## src/rtl/adc_clk_ctrl.sv

```systemverilog
// ADC LVDS clocking bring-up: MMCM reset/lock/settle sequencing,
// frame alignment via bitslip, and lock/alignment supervision.
module adc_clk_ctrl #(
    parameter int unsigned       RST_CYCLES    = 16,
    parameter int unsigned       LOCK_TIMEOUT  = 65535,
    parameter int unsigned       SETTLE_CYCLES = 255,
    parameter int unsigned       FRAME_W       = 8,
    parameter logic [FRAME_W-1:0] FRAME_PATTERN = 8'hF0,
    parameter int unsigned       MATCH_COUNT   = 4,
    parameter int unsigned       BITSLIP_GAP   = 4,
    parameter int unsigned       MAX_RETRIES   = 3
) (
    input  logic               clk,
    input  logic               reset,
    input  logic               enable,
    input  logic               mmcm_locked,
    input  logic               frame_valid,
    input  logic [FRAME_W-1:0] frame_word,
    output logic               mmcm_reset,
    output logic               bitslip,
    output logic               adc_ready,
    output logic               fail,
    output logic [2:0]         state,
    output logic [7:0]         relock_count,
    output logic [3:0]         slip_count
);

    localparam int unsigned TW_L = $clog2(LOCK_TIMEOUT + 1);
    localparam int unsigned TW_S = $clog2(SETTLE_CYCLES + 1);
    localparam int unsigned TW_R = $clog2(RST_CYCLES + 1);
    localparam int unsigned TW_G = $clog2(BITSLIP_GAP + 1);
    localparam int unsigned TW_A = (TW_L > TW_S) ? TW_L : TW_S;
    localparam int unsigned TW_B = (TW_R > TW_G) ? TW_R : TW_G;
    localparam int unsigned TW   = (TW_A > TW_B) ? TW_A : TW_B;
    localparam int unsigned MW   = $clog2(MATCH_COUNT + 1);
    localparam int unsigned RW   = $clog2(MAX_RETRIES + 1);

    typedef enum logic [2:0] {
        IDLE      = 3'd0,
        MMCM_RST  = 3'd1,
        WAIT_LOCK = 3'd2,
        SETTLE    = 3'd3,
        ALIGN     = 3'd4,
        SLIP_WAIT = 3'd5,
        READY     = 3'd6,
        FAIL      = 3'd7
    } state_t;

    state_t          st;
    state_t          state_n;
    logic [TW-1:0]   timer;
    logic [TW-1:0]   timer_n;
    logic [RW-1:0]   retry_cnt;
    logic [RW-1:0]   retry_n;
    logic [RW-1:0]   retry_inc;
    logic [MW-1:0]   match_cnt;
    logic [MW-1:0]   match_n;
    logic [MW-1:0]   match_inc;
    logic [3:0]      slip_n;
    logic [7:0]      relock_n;
    logic            pulse_n;
    logic            do_retry;
    logic            word_ok;
    logic            lock_meta;
    logic            locked_s;

    assign state     = st;
    assign retry_inc = retry_cnt + RW'(1);
    assign match_inc = match_cnt + MW'(1);
    assign word_ok   = (frame_word == FRAME_PATTERN);

    // mmcm_locked comes from the MMCM, unrelated to clk
    always_ff @(posedge clk or posedge reset) begin
        if (reset) begin
            lock_meta <= 1'b0;
            locked_s  <= 1'b0;
        end else begin
            lock_meta <= mmcm_locked;
            locked_s  <= lock_meta;
        end
    end

    always_comb begin
        state_n  = st;
        timer_n  = timer;
        retry_n  = retry_cnt;
        match_n  = match_cnt;
        slip_n   = slip_count;
        relock_n = relock_count;
        pulse_n  = 1'b0;
        do_retry = 1'b0;
        unique case (st)
            IDLE: begin
                if (enable) begin
                    state_n = MMCM_RST;
                    retry_n = '0;
                    timer_n = '0;
                end
            end
            MMCM_RST: begin
                if (timer == TW'(RST_CYCLES - 1)) begin
                    state_n = WAIT_LOCK;
                    timer_n = '0;
                end else begin
                    timer_n = timer + TW'(1);
                end
            end
            WAIT_LOCK: begin
                if (locked_s) begin
                    state_n = SETTLE;
                    timer_n = '0;
                end else if (timer == TW'(LOCK_TIMEOUT - 1)) begin
                    do_retry = 1'b1;
                end else begin
                    timer_n = timer + TW'(1);
                end
            end
            SETTLE: begin
                if (!locked_s) begin
                    do_retry = 1'b1;
                end else if (timer == TW'(SETTLE_CYCLES - 1)) begin
                    state_n = ALIGN;
                    slip_n  = '0;
                    match_n = '0;
                end else begin
                    timer_n = timer + TW'(1);
                end
            end
            ALIGN: begin
                // lock loss outranks whatever frame arrives this cycle
                if (!locked_s) begin
                    do_retry = 1'b1;
                end else if (frame_valid) begin
                    if (word_ok) begin
                        match_n = match_inc;
                        if (match_inc == MW'(MATCH_COUNT)) begin
                            state_n = READY;
                        end
                    end else begin
                        match_n = '0;
                        if (slip_count == 4'(FRAME_W - 1)) begin
                            do_retry = 1'b1;
                        end else begin
                            pulse_n = 1'b1;
                            slip_n  = slip_count + 4'd1;
                            state_n = SLIP_WAIT;
                            timer_n = '0;
                        end
                    end
                end
            end
            SLIP_WAIT: begin
                if (!locked_s) begin
                    do_retry = 1'b1;
                end else if (timer == TW'(BITSLIP_GAP - 1)) begin
                    state_n = ALIGN;
                end else begin
                    timer_n = timer + TW'(1);
                end
            end
            READY: begin
                if (!locked_s) begin
                    state_n = MMCM_RST;
                    timer_n = '0;
                    retry_n = '0;
                    if (relock_count != 8'hFF) begin
                        relock_n = relock_count + 8'd1;
                    end
                end else if (frame_valid && !word_ok) begin
                    state_n = ALIGN;
                    slip_n  = '0;
                    match_n = '0;
                end
            end
            FAIL: begin
                state_n = FAIL;
            end
            default: begin
                state_n = IDLE;
            end
        endcase
        if (do_retry) begin
            retry_n = retry_inc;
            timer_n = '0;
            state_n = (retry_inc == RW'(MAX_RETRIES)) ? FAIL : MMCM_RST;
        end
        // dropping enable wins over everything, including a pending slip
        if (!enable) begin
            state_n = IDLE;
            timer_n = '0;
            pulse_n = 1'b0;
        end
    end

    always_ff @(posedge clk or posedge reset) begin
        if (reset) begin
            st           <= IDLE;
            timer        <= '0;
            retry_cnt    <= '0;
            match_cnt    <= '0;
            slip_count   <= '0;
            relock_count <= '0;
            bitslip      <= 1'b0;
            mmcm_reset   <= 1'b1;
            adc_ready    <= 1'b0;
            fail         <= 1'b0;
        end else begin
            st           <= state_n;
            timer        <= timer_n;
            retry_cnt    <= retry_n;
            match_cnt    <= match_n;
            slip_count   <= slip_n;
            relock_count <= relock_n;
            bitslip      <= pulse_n;
            mmcm_reset   <= (state_n == IDLE) || (state_n == MMCM_RST) ||
                            (state_n == FAIL);
            adc_ready    <= (state_n == READY);
            fail         <= (state_n == FAIL);
        end
    end

endmodule
```

## config.mk

```make
export PLATFORM = sky130hd
export DESIGN_NAME = adc_clk_ctrl
export DESIGN_NICKNAME = d
export VERILOG_FILES = /design/src/rtl/adc_clk_ctrl.sv
export SDC_FILE = /design/constraint.sdc
export NUM_CORES = 1
export LEC_CHECK = 0
export CORE_MARGIN = 1.5
export CORE_UTILIZATION = 45
export CTS_CLUSTER_DIAMETER = 50
export DETAILED_ROUTE_END_ITERATION = 10
export GPL_TIMING_DRIVEN = 0
export PLACE_DENSITY = 0.67
export RECOVER_POWER = 25
export SLEW_MARGIN = 20
export SYNTH_ARGS = -nofsm -noshare
export SYNTH_HDL_FRONTEND = slang
export SYNTH_SLANG_ARGS = --single-unit
```

## constraint.sdc

```tcl
create_clock -name clk -period 3.3 [get_ports clk]
set_input_delay 0.66 -clock clk [delete_from_list [all_inputs] [get_ports clk]]
set_output_delay 0.66 -clock clk [all_outputs]
set_load 0.01 [all_outputs]
```

==> impl_metrics.toml, run 1 <==
[cells_and_area]
nNetsFinal = 377
register_area_um2 = 1050
fill_cells = 568
drive_above_1_share_pct = 8.19
multi_input_area_um2 = 1580
syn_to_final_growth_pct = 19.9
antennaDiodeCount = 0

[detailed_routing]
viasPerCell = 5.99
drcViolationCount = 0
wl_per_cell_um = 16.1
vias = 2568
drtIter0Drc = 206
wl_mm = 6.90
drtAntennaViolNets = 0
drtPass1Iterations = 4

[synthesis]
synthArstFlopShare_pct = 100
synth_edf_count = 0
synth-seq-cells = 42
yosysWarnings = 0
syn_inst = 314
avgSynthCellArea_um2 = 8.78
ys_seq_area_share_pct = 38.2
synth_area_um2 = 2760
synth.distinct_cells = 63
synth-main-ff-cell = "dfrtp_1"
syn_nets = 338

[global_route]
antenna_found_initial = 0
grt_pass1_vias = 2390
overflow = 0
track_usage_pct = 22.6
grt_max_degree = 25
grt_pass1_wl_mm = 11.6

[job]
maxCapViolCount = 0

[floorplan]
die_area_um2 = 6600
num_rows = 28
initial_core_util_pct = 46.6
die_h_um = 81.3
ioPinCount = 32
die_w_um = 81.3
core_um2 = 5920

[outcome]
status = "completed"

[worst_setup_path]
max_stage_delay_ps = 650
path_max_fanout = 10
crit_type = "reg2reg"
endpoint_kind = "flop"
critPathArrivalTime_ps = 3190
path_cells = "or3b_2 -> a2111oi_1 -> a211oi_1 -> nor2_1 -> clkbuf_1 -> o31ai_1"
cp.required_ps = 3470
crit_path_start_kind = "flop"
path_buf_inv = 1
slowest_stage = "a2111oi_1"
cp_top_family = "simple AND/OR/NAND/NOR gates"

[sta]
slew-limit-headroom_pct = 14.9
tightest_slew_ps = 1280
finClkSkew_ps = 14.8
drv_slew = 0
setup_viol = 0
fmax_mhz = 331
finalSetupTns_ps = 0
hold_viol = 0
fin_crit_sh_pct = 91.5
whs_ps = 354
fin_ws_ps = 281
rsz0062_at_grt = "no"
fin_crit_ps = 3020

[pwr]
power.density_nw_per_um2 = 336
power.leakage_nw = 1.29
peakVddDrop_mv = 0.175

[cts]
cts.sinks = 42
htreeDepth = 2
cts.reportedPaths.clkPinSlew_ps = 90
cts_buffers = 5
clock_latency_ps = 310
cts_tree = "built"
cts_setup_buffers = 0
clk_path_buf_depth = 2
cts_root_buf = "clkbuf_8"

[hold_path]
min_path_type = "reg2reg"

[placement]
hpwl_mm = 5.00
place_congestion = 0.912
dp_slack_ps = -61.5
port_buffers = 31
[per-stage QoR]
stage	utilization (%)	total power [mW]	area, um2	std cells
4_1_cts	56.2	1.12	3330	429
6_report	55.8	1.11	3300	429
3_3_place_gp	53.4	0.619	3160	420
5_1_grt	55.8	1.15	3300	429
2_1_floorplan	-	0.582	2760	314
3_5_place_dp	53.8	0.624	3190	421
[power by group]
| group | internal, mW | total [mW] | switching [mW] |
|---|---|---|---|
| registers | 0.519 | 0.525 | 0.00606 |
| clock network | 0.303 | 0.498 | 0.195 |
| logic | 0.0327 | 0.0857 | 0.0529 |
[metal layers]
| metal | wire (um) | track usage [%] | part of all wire (%) | up-vias |
|---|---|---|---|---|
| li1 | - | - | - | 1254 |
| met1 | 3310 | 31.5 | 48 | 1238 |
| met2 | 3160 | 35.5 | 46 | 69 |
| met3 | 342 | 3.93 | 5.0 | 7 |
| met4 | 77 | 6.90 | 1.1 | 0 |
| met5 | 0 | 0 | 0 | - |
[cells in the mapped netlist (all sizes together) (3+ instances only)]
cell type	n	share of area [%]
or2	3	0.68
nor2b	3	0.68
nand4b	3	0.95
o41ai	4	1.3
or4	7	2.3
nand2b	4	0.91
a21oi	19	3.4
o21ai	24	4.4
and4	4	1.3
or3	6	1.4
dfrtp	41	37
nand2	29	3.9
and3	3	0.68
nor4	5	1.1
ha	11	5.0
o211ai	6	1.6
inv	13	1.8
nand3b	4	1.1
o31ai	4	1.1
clkbuf	9	1.6
a31oi	4	0.91
nor3	11	2.0
mux2i	4	1.5
nand4	10	2.3
buf	4	1.2
and2	3	0.73
nor2	24	3.3
xnor2	5	1.6
nand3	13	2.4
[state kept, by name, indices dropped and copies added, names as in the netlist, 2 cells and up]
signal        cells
match_cnt         3
timer            16
slip_count        4
relock_count      8
retry_cnt         2
state             3
[worst paths after layout]
kind                       startpoint             to  slack, ps  depth (start not counted)
setup / recovery             state[1]      timer[14]        280                          6
hold / removal              lock_meta       locked_s        350                          0
setup reg to reg             state[1]      timer[14]        280                          6
hold reg to reg             lock_meta       locked_s        350                          0
max in group asynchronous       reset  slip_count[1]        750                          3
min in group asynchronous       reset       timer[2]        910                          2
[area by class of cell]
type / count / area share [%]
multi-input cells: 246 / 47.8
flip-flops and latches: 42 / 31.8
repair buffers: 32 / 9.50
well taps: 75 / 2.84
plain buffers: 13 / 2.39
clock buffers: 5 / 2.08
clock inverters: 3 / 2.08
inverters: 13 / 1.48
[layout by cell type, fill, tap and decap left out, types with 4 or more instances in the layout]
cell,n
clkbuf_8,6
dfrtp_1,41
nor3_1,11
or4_1,4
o211ai_1,6
nand3b_1,4
clkbuf_1,8
or3_1,6
nor2_1,24
and4_1,4
xnor2_1,5
nor4_1,5
nand2b_1,4
inv_1,13
o21ai_0,24
nand3_1,13
a21oi_1,19
o31ai_1,4
nand2_1,29
o41ai_1,4
ha_1,11
nand4_1,10
clkdlybuf4s50_1,29
a31oi_1,4
mux2i_1,4
[cells by family after synthesis]
| kind of cell | share of synthesized area, % |
|---|---|
| and+or+nand+nor | 28.0 |
| xor gates and xnor gates | 2.22 |
| AOI/OAI and AO/OA | 19.7 |
| muxes | 2.27 |
| DFF | 38.2 |
| buffers and inverters | 4.58 |
| adders and majority gates | 4.99 |
[repair_timing]
action | CTS | global route
setup endpoints to repair | 0 | 16
hold endpoints to repair | 0 | 0
resized for setup | 0 | 3
hold buffers | 0 | 0
No activity file was read; power rests on OpenSTA's default activity.
==> run 2, diff against run 1 <==
--- a/config.mk
+++ b/config.mk
@@ -7,7 +7,7 @@
 export LEC_CHECK = 0
 export CORE_MARGIN = 1.5
 export CORE_UTILIZATION = 45
-export CTS_CLUSTER_DIAMETER = 50
+export CTS_BUF_LIST = sky130_fd_sc_hd__clkbuf_4
 export DETAILED_ROUTE_END_ITERATION = 10
 export GPL_TIMING_DRIVEN = 0
 export PLACE_DENSITY = 0.67
==> impl_metrics.toml, run 2 (synthesis gave the netlist of run 1 again) <==
[worst_setup_path]
rr_worst_depth = 6
rr_startpoint = "state[1]"
path_max_fanout = 10
endpoint_kind = "flop"
critPathArrivalTime_ps = 3310
crit_type = "reg2reg"
crit_path_start_kind = "flop"
regToRegEndpoint = "timer[14]"
cp.required_ps = 3540
r2r_slack_ps = 220

[cells_and_area]
antennaDiodeCount = 0
top_register = "timer"
final_cell_mix = "dfrtp_1 (41), nand2_1 (29), clkdlybuf4s50_1 (29)"
nNetsFinal = 377
drive_above_1_share_pct = 8.19
final_common_cell = "dfrtp_1"
post-route-util_pct = 55.3
largest_reg_flops = 16
fin_cells = 429
syn_to_final_growth_pct = 18.7
fill_cells = 570
largest_registers = "timer (16), relock_count (8), slip_count (4)"

[cts]
cts_buffers = 5
clock_latency_ps = 370
cts_tree = "built"
htreeDepth = 2
cts_root_buf = "clkbuf_4"
cts.sinks = 42
clk_path_buf_depth = 2
cts.reportedPaths.clkPinSlew_ps = 130

[global_route]
met1_usage_pct = 31.5
use_met3_pct = 4.16
antenna_found_initial = 0
grt_max_degree = 25
grt.busiest_layer = "met2"
track_usage_pct = 22.4
overflow = 0
gr-usage-met2_pct = 35.5
grt_pass1_vias = 2379
grt_pass1_wl_mm = 11.5

[hold_path]
min_path_cells = 0
hold_end = "locked_s"
min_path_type = "reg2reg"
hp-start = "lock_meta"

[sta]
setup_viol = 0
fmax_mhz = 325
fin_ws_ps = 225
tightest_slew_ps = 1260
finClkSkew_ps = 15.5
fin_crit_sh_pct = 93.2
whs_ps = 364
rsz0062_at_grt = "no"
hold_viol = 0
slew-limit-headroom_pct = 15.8
drv_slew = 0
fin_crit_ps = 3080

[floorplan]
die_w_um = 81.3
core_um2 = 5920
ioPinCount = 32
die_h_um = 81.3
num_rows = 28
initial_core_util_pct = 46.6
die_area_um2 = 6600

[placement]
place_congestion = 0.912
hpwl_mm = 5.00
dp_cells = 421
dp_slack_ps = -61.5
port_buffers = 31

[detailed_routing]
wl_mm = 6.82
vias = 2577
viasPerCell = 6.01
drtAntennaViolNets = 0
wl_per_cell_um = 15.9
drtPass1Iterations = 5
drtIter0Drc = 280
drcViolationCount = 0

[outcome]
status = "completed"

[pwr]
power.density_nw_per_um2 = 315
power.leakage_nw = 1.28
peakVddDrop_mv = 0.161
finalPower_mw = 1.03

[job]
maxCapViolCount = 0
-- run 2: worst max-delay path by stage --
stage | end | cells after the start | from | slack, ps
global placement | timer[8] | 7 | frame_word[6] | -40
detailed placement | timer[8] | 7 | frame_word[7] | -60
global route | timer[7] | 10 | state[2] | 60
finish | timer[14] | 6 | state[1] | 220
floorplan | slip_count[0] | 6 | timer[9] | 770
CTS | timer[14] | 6 | state[1] | 210
-- run 2: routing by layer --
layer	part of all wire, %	vias up
met4	0.86	0
met1	47	1241
met3	5.6	7
li1	-	1256
met2	47	73
met5	0	-
-- run 2: where the power goes --
part	leakage [nW]	switching [mW]	internal (mW)
combinational	0.648	0.0527	0.0327
sequential	0.575	0.00587	0.520
clock	0.0554	0.185	0.237
total	1.28	0.243	0.789
-- run 2: area by class of cell --
cell class / instances / area (um2) / area share (%)
multi-input cells: 246 / 1580 / 48.2
flip-flops and latches: 42 / 1050 / 32.1
repair buffers: 32 / 314 / 9.59
well taps: 75 / 93.8 / 2.87
plain buffers: 13 / 78.8 / 2.41
clock inverters: 3 / 68.8 / 2.10
inverters: 13 / 48.8 / 1.49
clock buffers: 5 / 37.5 / 1.15
-- run 2: timing repair --
item,CTS,global route
resized for setup,0,3
endpoints found under the setup margin,0,16
setup buffers,0,0
hold buffers,0,0
-- run 2: through the flow --
step / instance area [um2] / setup TNS (ps)
2_1_floorplan: 2760 / 0
3_3_place_gp: 3160 / -117
3_5_place_dp: 3190 / -185
4_1_cts: 3290 / 0
5_1_grt: 3270 / 0
6_report: 3270 / 0
-- run 2: critical path, stage by stage (launching register included) --
cell       delay, ps
dfrtp_1          480
or3b_2           540
a2111oi_1        690
a211oi_1         120
nor2_1           510
clkbuf_1         470
o31ai_1          150
